--- src/rtl/edge_detect_multi.sv ---
// edge_detect_multi: per-channel sync + debounce + edge pulses, mode-qualified events, sticky flags, saturating event counter
module edge_detect_multi #(
   parameter int WIDTH       = 4,
   parameter int SYNC_STAGES = 2,
   parameter int DB_CYCLES   = 4,
   parameter int CNT_W       = 8
) (
   input  logic                 clk,
   input  logic                 rst,
   input  logic [WIDTH-1:0]     din,
   input  logic [2*WIDTH-1:0]   mode,
   input  logic [WIDTH-1:0]     clr,
   input  logic                 cnt_clr,
   output logic [WIDTH-1:0]     level,
   output logic [WIDTH-1:0]     pos_edge,
   output logic [WIDTH-1:0]     neg_edge,
   output logic [WIDTH-1:0]     evt,
   output logic [WIDTH-1:0]     evt_sticky,
   output logic                 evt_any,
   output logic [CNT_W-1:0]     evt_cnt
);
   localparam int DBW = $clog2(DB_CYCLES) + 1;
   localparam int PW  = $clog2(WIDTH + 1);
   localparam int SW  = (CNT_W > PW ? CNT_W : PW) + 1;
   localparam logic [DBW-1:0]   DB_LAST = DBW'(DB_CYCLES - 1);
   localparam logic [CNT_W-1:0] CNT_MAX = '1;
   logic [WIDTH-1:0][SYNC_STAGES-1:0] sync_q, sync_d;
   logic [WIDTH-1:0][DBW-1:0]         db_q, db_d;
   logic [WIDTH-1:0] level_q, level_d, pos_q, pos_d, neg_q, neg_d;
   logic [WIDTH-1:0] evt_q, evt_d, sticky_q, sticky_d, s, upd;
   logic [CNT_W-1:0] cnt_q, cnt_d;
   logic [PW-1:0]    pop;
   logic [SW-1:0]    sum;
   always_comb begin
      pop = '0;
      for (int i = 0; i < WIDTH; i++) begin
         sync_d[i]  = {sync_q[i][SYNC_STAGES-2:0], din[i]};
         s[i]       = sync_q[i][SYNC_STAGES-1];
         upd[i]     = (s[i] != level_q[i]) && (db_q[i] == DB_LAST);
         db_d[i]    = (s[i] == level_q[i] || upd[i]) ? '0 : db_q[i] + DBW'(1);
         level_d[i] = upd[i] ? s[i] : level_q[i];
         pos_d[i]   = upd[i] && s[i];
         neg_d[i]   = upd[i] && !s[i];
         evt_d[i]   = (mode[2*i] && pos_d[i]) || (mode[2*i+1] && neg_d[i]);
         pop        = pop + PW'(evt_d[i]);
      end
      // set beats clear so an event coinciding with clr is never lost
      sticky_d = (sticky_q & ~clr) | evt_d;
      sum      = (cnt_clr ? '0 : SW'(cnt_q)) + SW'(pop);
      cnt_d    = (sum > SW'(CNT_MAX)) ? CNT_MAX : sum[CNT_W-1:0];
   end
   always_ff @(posedge clk) begin
      if (rst) begin
         sync_q   <= '0;
         db_q     <= '0;
         level_q  <= '0;
         pos_q    <= '0;
         neg_q    <= '0;
         evt_q    <= '0;
         sticky_q <= '0;
         cnt_q    <= '0;
      end else begin
         sync_q   <= sync_d;
         db_q     <= db_d;
         level_q  <= level_d;
         pos_q    <= pos_d;
         neg_q    <= neg_d;
         evt_q    <= evt_d;
         sticky_q <= sticky_d;
         cnt_q    <= cnt_d;
      end
   end
   assign level      = level_q;
   assign pos_edge   = pos_q;
   assign neg_edge   = neg_q;
   assign evt        = evt_q;
   assign evt_sticky = sticky_q;
   assign evt_any    = |evt_q;
   assign evt_cnt    = cnt_q;
endmodule

--- config.mk ---
export PLATFORM = sky130hd
export DESIGN_NAME = edge_detect_multi
export DESIGN_NICKNAME = d
export VERILOG_FILES = /design/src/rtl/edge_detect_multi.sv
export SDC_FILE = /design/constraint.sdc
export NUM_CORES = 1
export LEC_CHECK = 0
export CORE_MARGIN = 3
export CORE_UTILIZATION = 50
export DETAILED_ROUTE_END_ITERATION = 7
export PLACE_DENSITY = 0.82
export SKIP_LAST_GASP = 1
export SLEW_MARGIN = 25
export SYNTH_ARGS = -nofsm -noshare
export SYNTH_HDL_FRONTEND = slang
export SYNTH_SLANG_ARGS = --single-unit
--- constraint.sdc ---
create_clock -name clk -period 8.4 [get_ports clk]
set_input_delay 1.68 -clock clk [delete_from_list [all_inputs] [get_ports clk]]
set_output_delay 1.68 -clock clk [all_outputs]
set_load 0.005 [all_outputs]
==> out/results.txt, run 1 <==
antenna-violating nets left: 0
Clock Latency Late Sink: 0.29 ns
clk sink count: 48
Slew @ Worst Pin: 0.360 ns
Hold Crit Class: reg -> reg
Final Skew: 0.00650 ns
n_diodes: 0
number of global-route vias before repair: 1,264
GR Util All Layers: 0.164
CP Launch Type: primary input
critical path required time: 8.62 ns
Area contributors post-synth: dfxtp_1, ha_1, nor2b_1, nor2_1, and3b_1
fillers: 267
Root Buffer: clkbuf_8
core box area: 3440 sq um
1st-iter DRT viols: 104
CTS Buffer Depth: 2
Max VDD drop: 132 uV
leakage power: 1.00 nW
largest net degree at the start of global routing: 41
worst hold path stage count: 1
Synth async-reset ratio: 0
Syn Inst Count: 183
Crit Path Class: in -> reg
initial antenna violation count: 0
routability cong.: 0.790
Starting Density: 0.531
hpwl dp: 2460 um
Die X: 66.5 um
CTS clk-pin slew, worst paths: 0.08 ns
Final min period: 4.15 ns
CP cell instances: clkdlybuf4s50_1 -> a22o_1 -> nand2_1 -> inv_1 -> fa_1 -> inv_1 -> fa_1 -> nor2b_1 -> o21ai_2 -> or4_1 -> a31oi_1
Post-Route WL: 3260 um
largest area contributor in the synthesized netlist: dfxtp_1
RSZ-0062 raised after global routing: no
vias per cell: 4.81
max-slew violations: 0
worst reg-to-reg path cell count: 11
worst reg2reg startpoint: db_q[0]$_SDFF_PP0_
Seq/Total Area, Yosys: 0.525
die area: 4420 sq um
Avg Cell Area, Syn: 10.0 sq um
global-route wire length before repair: 5460 um
fmax: 241 MHz
Power Total: 0.390 mW
Worst EP arrival: 4.37 ns
Post-synth top cells: dfxtp_1, nor2_1, nor2b_1, inv_1
worst rel slew slack: 0.758
Die Y: 66.5 um
Worst path slowest cell: fa_1
slowest stage delay, CP: 0.54 ns
# IOs: 48
nets@finish: 265
yosys synthesis warning count: 0
Fin Setup TNS: 0 ns
Post-Syn Nets: 214
EDFF count, synth: 0
total CTS buffers: 5
Max-Cap Viols: 0
Area growth syn-to-layout: 33.7%
input/output buffers: 47
Overflow after GRT: 0
status: completed
CTS tree: built
H-Tree Level Count: 2
wire per inst: 11.6 um
routed vias: 1,348
Rows: 21
Final Hold Vio Count: 0
Netlist Area Pre-Place: 1830 sq um
final setup vio count: 0
Hold Buf Count CTS: 0
hold path startpoint: db_q[9]$_SDFF_PP0_
Seq cells post-synth: 48
Pwr per Cell Area: 159 nW/um^2
cts repair resizes: 0
most common flop cell mapped by yosys: dfxtp_1
number of remaining DRC errors: 0
Yosys top cell area share: 0.525
share of cells above drive strength 1: 0.0470
RR Endpoint: evt_cnt[7]$_SDFF_PP0_
hold worst-path end: db_q[9]$_SDFF_PP0_
drt first pass iters: 4
Setup crit end kind: register
r2r setup slk: 5.48 ns
Distinct cells, synth: 28
top-count cell post-synth: dfxtp_1
post-CTS setup buffer count: 0
Final period util: 0.494
CP max FO: 3
==> metrics by stage <==
stage | cell area, sq um | utilization | setup WS [ns] | hold slack [ns] | instances
2_1_floorplan | 1830 | - | 4.56 | 0.399 | 183
3_3_place_gp | 2350 | 0.683 | 4.05 | 0.410 | 273
3_5_place_dp | 2350 | 0.683 | 3.97 | 0.414 | 273
4_1_cts | 2450 | 0.711 | 4.27 | 0.426 | 280
5_1_grt | 2450 | 0.711 | 4.13 | 0.448 | 280
6_report | 2450 | 0.711 | 4.25 | 0.425 | 280
==> how the worst max path moves through the flow <==
stage / startpoint / end
after CTS: mode[1] / evt_cnt[7]$_SDFF_PP0_
after floorplan: mode[1] / evt_cnt[7]$_SDFF_PP0_
final: mode[1] / evt_cnt[7]$_SDFF_PP0_
after detailed placement: mode[1] / evt_cnt[7]$_SDFF_PP0_
after global placement: mode[1] / evt_cnt[7]$_SDFF_PP0_
after global routing: mode[1] / evt_cnt[4]$_SDFF_PP0_
==> final cells by class <==
type                       count  area (sq um)  area share
inverter                      15          56.3      0.0230
clock buffer                   7          96.3      0.0394
timing repair buffer          48           478       0.195
tap                           46          57.6      0.0235
multi-input combinational    116           797       0.326
sequential                    48           961       0.393
==> where the power goes <==
part	switching, mW	leakage [nW]	total (mW)	internal (mW)
clock	0.0693	0.0503	0.143	0.0733
combinational	0.00627	0.566	0.0168	0.0106
sequential	0.000993	0.389	0.231	0.230
==> worst max-delay path, delay by kind of cell <==
family,cells,cell delay [ns]
AOI/OAI and AO/OA,3,0.48
adders and majority gates,2,0.94
buffers and inverters,3,0.54
and+or+nand+nor,3,0.73
==> sequential cells by signal, indices dropped and copies added (netlist names) <==
name,cells
db_q,12
evt_cnt,8
evt,4
evt_sticky,4
level,4
neg_edge,4
pos_edge,4
s,4
sync_d,4
==> cells in the final DEF, fill, tap and decap left out, types with 4 or more instances in the layout <==
master and instances:
a21oi_1 9, a22o_1 4, and3b_1 9, clkbuf_8 7
clkdlybuf4s50_1 47, dfxtp_1 48, ha_1 9, inv_1 14
mux2i_1 4, nand2_1 8, nand2b_1 4, nor2_1 25
nor2b_1 18, o21ai_0 4, xnor2_1 4
==> cell families (layout without fill, tap and decap cells) <==
kind of cell	Yosys count	in the layout	synth area share
AOI/OAI and AO/OA	23	23	0.0807
and+or+nand+nor	73	73	0.220
muxes	4	4	0.0219
xor gates and xnor gates	4	4	0.0191
buffers and inverters	19	70	0.0390
adders and majority gates	12	12	0.0944
DFF	48	48	0.525
==> layer usage <==
layer  global-route usage  vias to the layer above  share of wire
met5                    0                        -              0
met4               0.0787                        0         0.0086
met3               0.0641                        2          0.066
met2                0.253                       39           0.44
met1                0.200                      601           0.49
li1                     -                      706              -
Power figures use the tool's default switching activity.
==> run 2: changes to the inputs <==
--- a/config.mk
+++ b/config.mk
@@ -6,9 +6,9 @@
 export NUM_CORES = 1
 export LEC_CHECK = 0
 export CORE_MARGIN = 3
-export CORE_UTILIZATION = 50
+export CORE_UTILIZATION = 43
 export DETAILED_ROUTE_END_ITERATION = 7
-export PLACE_DENSITY = 0.82
+export PLACE_DENSITY = 0.75
 export SKIP_LAST_GASP = 1
 export SLEW_MARGIN = 25
 export SYNTH_ARGS = -nofsm -noshare
==> constraint.sdc (replaced) <==
create_clock -name clk -period 3.65 [get_ports clk]
set_input_delay 0.73 -clock clk [delete_from_list [all_inputs] [get_ports clk]]
set_output_delay 0.73 -clock clk [all_outputs]
set_load 0.005 [all_outputs]
==> out/results.txt, run 2 (synthesis results as in run 1) <==
hold worst-path end: db_q[6]$_SDFF_PP0_ (was db_q[9]$_SDFF_PP0_)
cts repair resizes: 0 (unchanged)
Root Buffer: clkbuf_8 (unchanged)
max FFs per register: 12 (unchanged)
Setup crit end kind: register (unchanged)
RR Endpoint: evt_cnt[4]$_SDFF_PP0_ (was evt_cnt[7]$_SDFF_PP0_)
initial antenna violation count: 0 (unchanged)
critical path required time: 3.88 ns (was 8.62 ns)
Starting Density: 0.451 (was 0.531)
Max VDD drop: 238 uV (was 132 uV)
die area: 5070 sq um (was 4420 sq um)
Slew @ Worst Pin: 0.446 ns (was 0.360 ns)
# IOs: 48 (unchanged)
Die X: 71.2 um (was 66.5 um)
hold path startpoint: db_q[6]$_SDFF_PP0_ (was db_q[9]$_SDFF_PP0_)
Worst path slowest cell: fa_1 (unchanged)
Final Hold Vio Count: 0 (unchanged)
core box area: 4060 sq um (was 3440 sq um)
worst hold path stage count: 1 (unchanged)
hpwl dp: 2480 um (was 2460 um)
slowest stage delay, CP: 0.53 ns (was 0.54 ns)
number of global-route vias before repair: 1,258 (was 1,264)
CTS Buffer Depth: 2 (unchanged)
CP Launch Type: primary input (unchanged)
Area growth syn-to-layout: 34.5% (was 33.7%)
final setup vio count: 0 (unchanged)
Final min period: 3.19 ns
routability cong.: 0.766 (was 0.790)
routed vias: 1,340 (was 1,348)
Clock Latency Late Sink: 0.30 ns (was 0.29 ns)
Overflow after GRT: 0 (unchanged)
commonest non-fill, non-tap cell in the layout: dfxtp_1 (unchanged)
worst reg2reg startpoint: db_q[0]$_SDFF_PP0_ (unchanged)
Hold Buf Count CTS: 0 (unchanged)
Worst EP arrival: 3.42 ns (was 4.37 ns)
drt first pass iters: 4 (unchanged)
Max-Cap Viols: 0 (unchanged)
most flop-heavy register: db_q (unchanged)
Cell Area, Placed: 2360 sq um (was 2350 sq um)
global-route wire length before repair: 5710 um (was 5460 um)
n_diodes: 0 (unchanged)
Hold Crit Class: reg -> reg (unchanged)
Post-Route WL: 3250 um (was 3260 um)
Crit Path Class: in -> reg (unchanged)
share of cells above drive strength 1: 0.0551 (was 0.0470)
antenna-violating nets left: 0 (unchanged)
CTS tree: built (unchanged)
post-CTS setup buffer count: 0 (unchanged)
Rows: 23 (was 21)
total CTS buffers: 5 (unchanged)
max-slew violations: 0 (unchanged)
Final period util: 0.873
leakage power: 1.00 nW (about the same)
GR Util All Layers: 0.145 (was 0.164)
vias per cell: 4.69 (was 4.81)
Final Instance Area: 2460 sq um (was 2450 sq um)
input/output buffers: 47 (unchanged)
CP max FO: 7 (was 3)
1st-iter DRT viols: 46 (was 104)
H-Tree Level Count: 2 (unchanged)
clk sink count: 48 (unchanged)
CP cell instances: clkdlybuf4s50_1 -> a22o_1 -> nand2_1 -> inv_1 -> fa_1 -> inv_1 -> fa_1 -> inv_1 -> fa_1 -> nand4_1 -> a21boi_0 -> nor2_1 (was clkdlybuf4s50_1 -> a22o_1 -> nand2_1 -> inv_1 -> fa_1 -> inv_1 -> fa_1 -> nor2b_1 -> o21ai_2 -> or4_1 -> a31oi_1)
status: completed (unchanged)
worst rel slew slack: 0.702 (was 0.758)
nets@finish: 266 (was 265)
r2r setup slk: 0.72 ns (was 5.48 ns)
worst reg-to-reg path cell count: 12 (was 11)
commonest non-fill, non-tap cells in the layout: dfxtp_1, clkdlybuf4s50_1, nor2_1 (unchanged)
Fin Setup TNS: 0 ns (unchanged)
Die Y: 71.2 um (was 66.5 um)
post-layout util: 0.606 (was 0.711)
fmax: 314 MHz
largest net degree at the start of global routing: 17 (was 41)
number of remaining DRC errors: 0 (unchanged)
wire per inst: 11.4 um (was 11.6 um)
CTS clk-pin slew, worst paths: 0.09 ns (was 0.08 ns)
Crit. Startpoint: mode[1] (unchanged)
Pwr per Cell Area: 364 nW/um^2 (was 159 nW/um^2)
RSZ-0062 raised after global routing: no (unchanged)
Final Skew: 0.00979 ns (was 0.00650 ns)
[run 2: cell count changes in the layout (fill, tap and decap cells not counted), sizes merged]
| cell | change |
|---|---|
| buf | +1 |
| clkbuf | -1 |
| clkinvlp | +2 |
[run 2: power by group]
group / switching [mW] / total, mW / leakage (nW) / internal [mW]
Clock: 0.171 / 0.325 / 0.0434 / 0.153
Combinational: 0.0147 / 0.0397 / 0.571 / 0.0250
Sequential: 0.00213 / 0.531 / 0.389 / 0.529
Total: 0.188 / 0.895 / 1.00 / 0.707
[run 2: worst max path at each step]
stage	slack, ns	to
CTS	0.48	evt_cnt[4]$_SDFF_PP0_
finish	0.46	evt_cnt[4]$_SDFF_PP0_
detailed placement	0.21	evt_cnt[4]$_SDFF_PP0_
global route	0.23	evt_cnt[4]$_SDFF_PP0_
floorplan	0.76	evt_cnt[7]$_SDFF_PP0_
global placement	0.22	evt_cnt[7]$_SDFF_PP0_
[run 2: metrics by stage]
| step | total power, mW | setup slack, ns | cells | hold slack (ns) |
|---|---|---|---|---|
| CTS | 0.906 | 0.480 | 286 | 0.427 |
| global route | 0.933 | 0.233 | 286 | 0.447 |
| global placement | 0.582 | 0.217 | 278 | 0.410 |
| finish | 0.895 | 0.464 | 286 | 0.424 |
| floorplan | 0.558 | 0.762 | 183 | 0.399 |
| detailed placement | 0.583 | 0.208 | 278 | 0.414 |
[run 2: area by class of cell]
cell class / count / area, sq um
clock buffer: 6 / 82.6
clock inverter: 2 / 15.0
fill: 351 / 1600
inverter: 15 / 56.3
multi-input combinational: 116 / 797
sequential: 48 / 961
tap: 50 / 62.6
timing repair buffer: 49 / 485
[run 2: routing by layer]
layer / track usage / up-vias / share of wire
met5: 0 / - / 0
met2: 0.228 / 32 / 0.47
met3: 0.0449 / 6 / 0.054
met1: 0.181 / 599 / 0.45
met4: 0.0689 / 0 / 0.023
li1: - / 703 / -
[run 2: worst max-delay path, delay by kind of cell]
family	cells	cell delay [ns]
AO/OA/AOI/OAI	2	0.44
AND/OR/NAND/NOR	3	0.48
adder cells (fa/ha/maj)	3	1.16
buffers and inverters	4	0.60
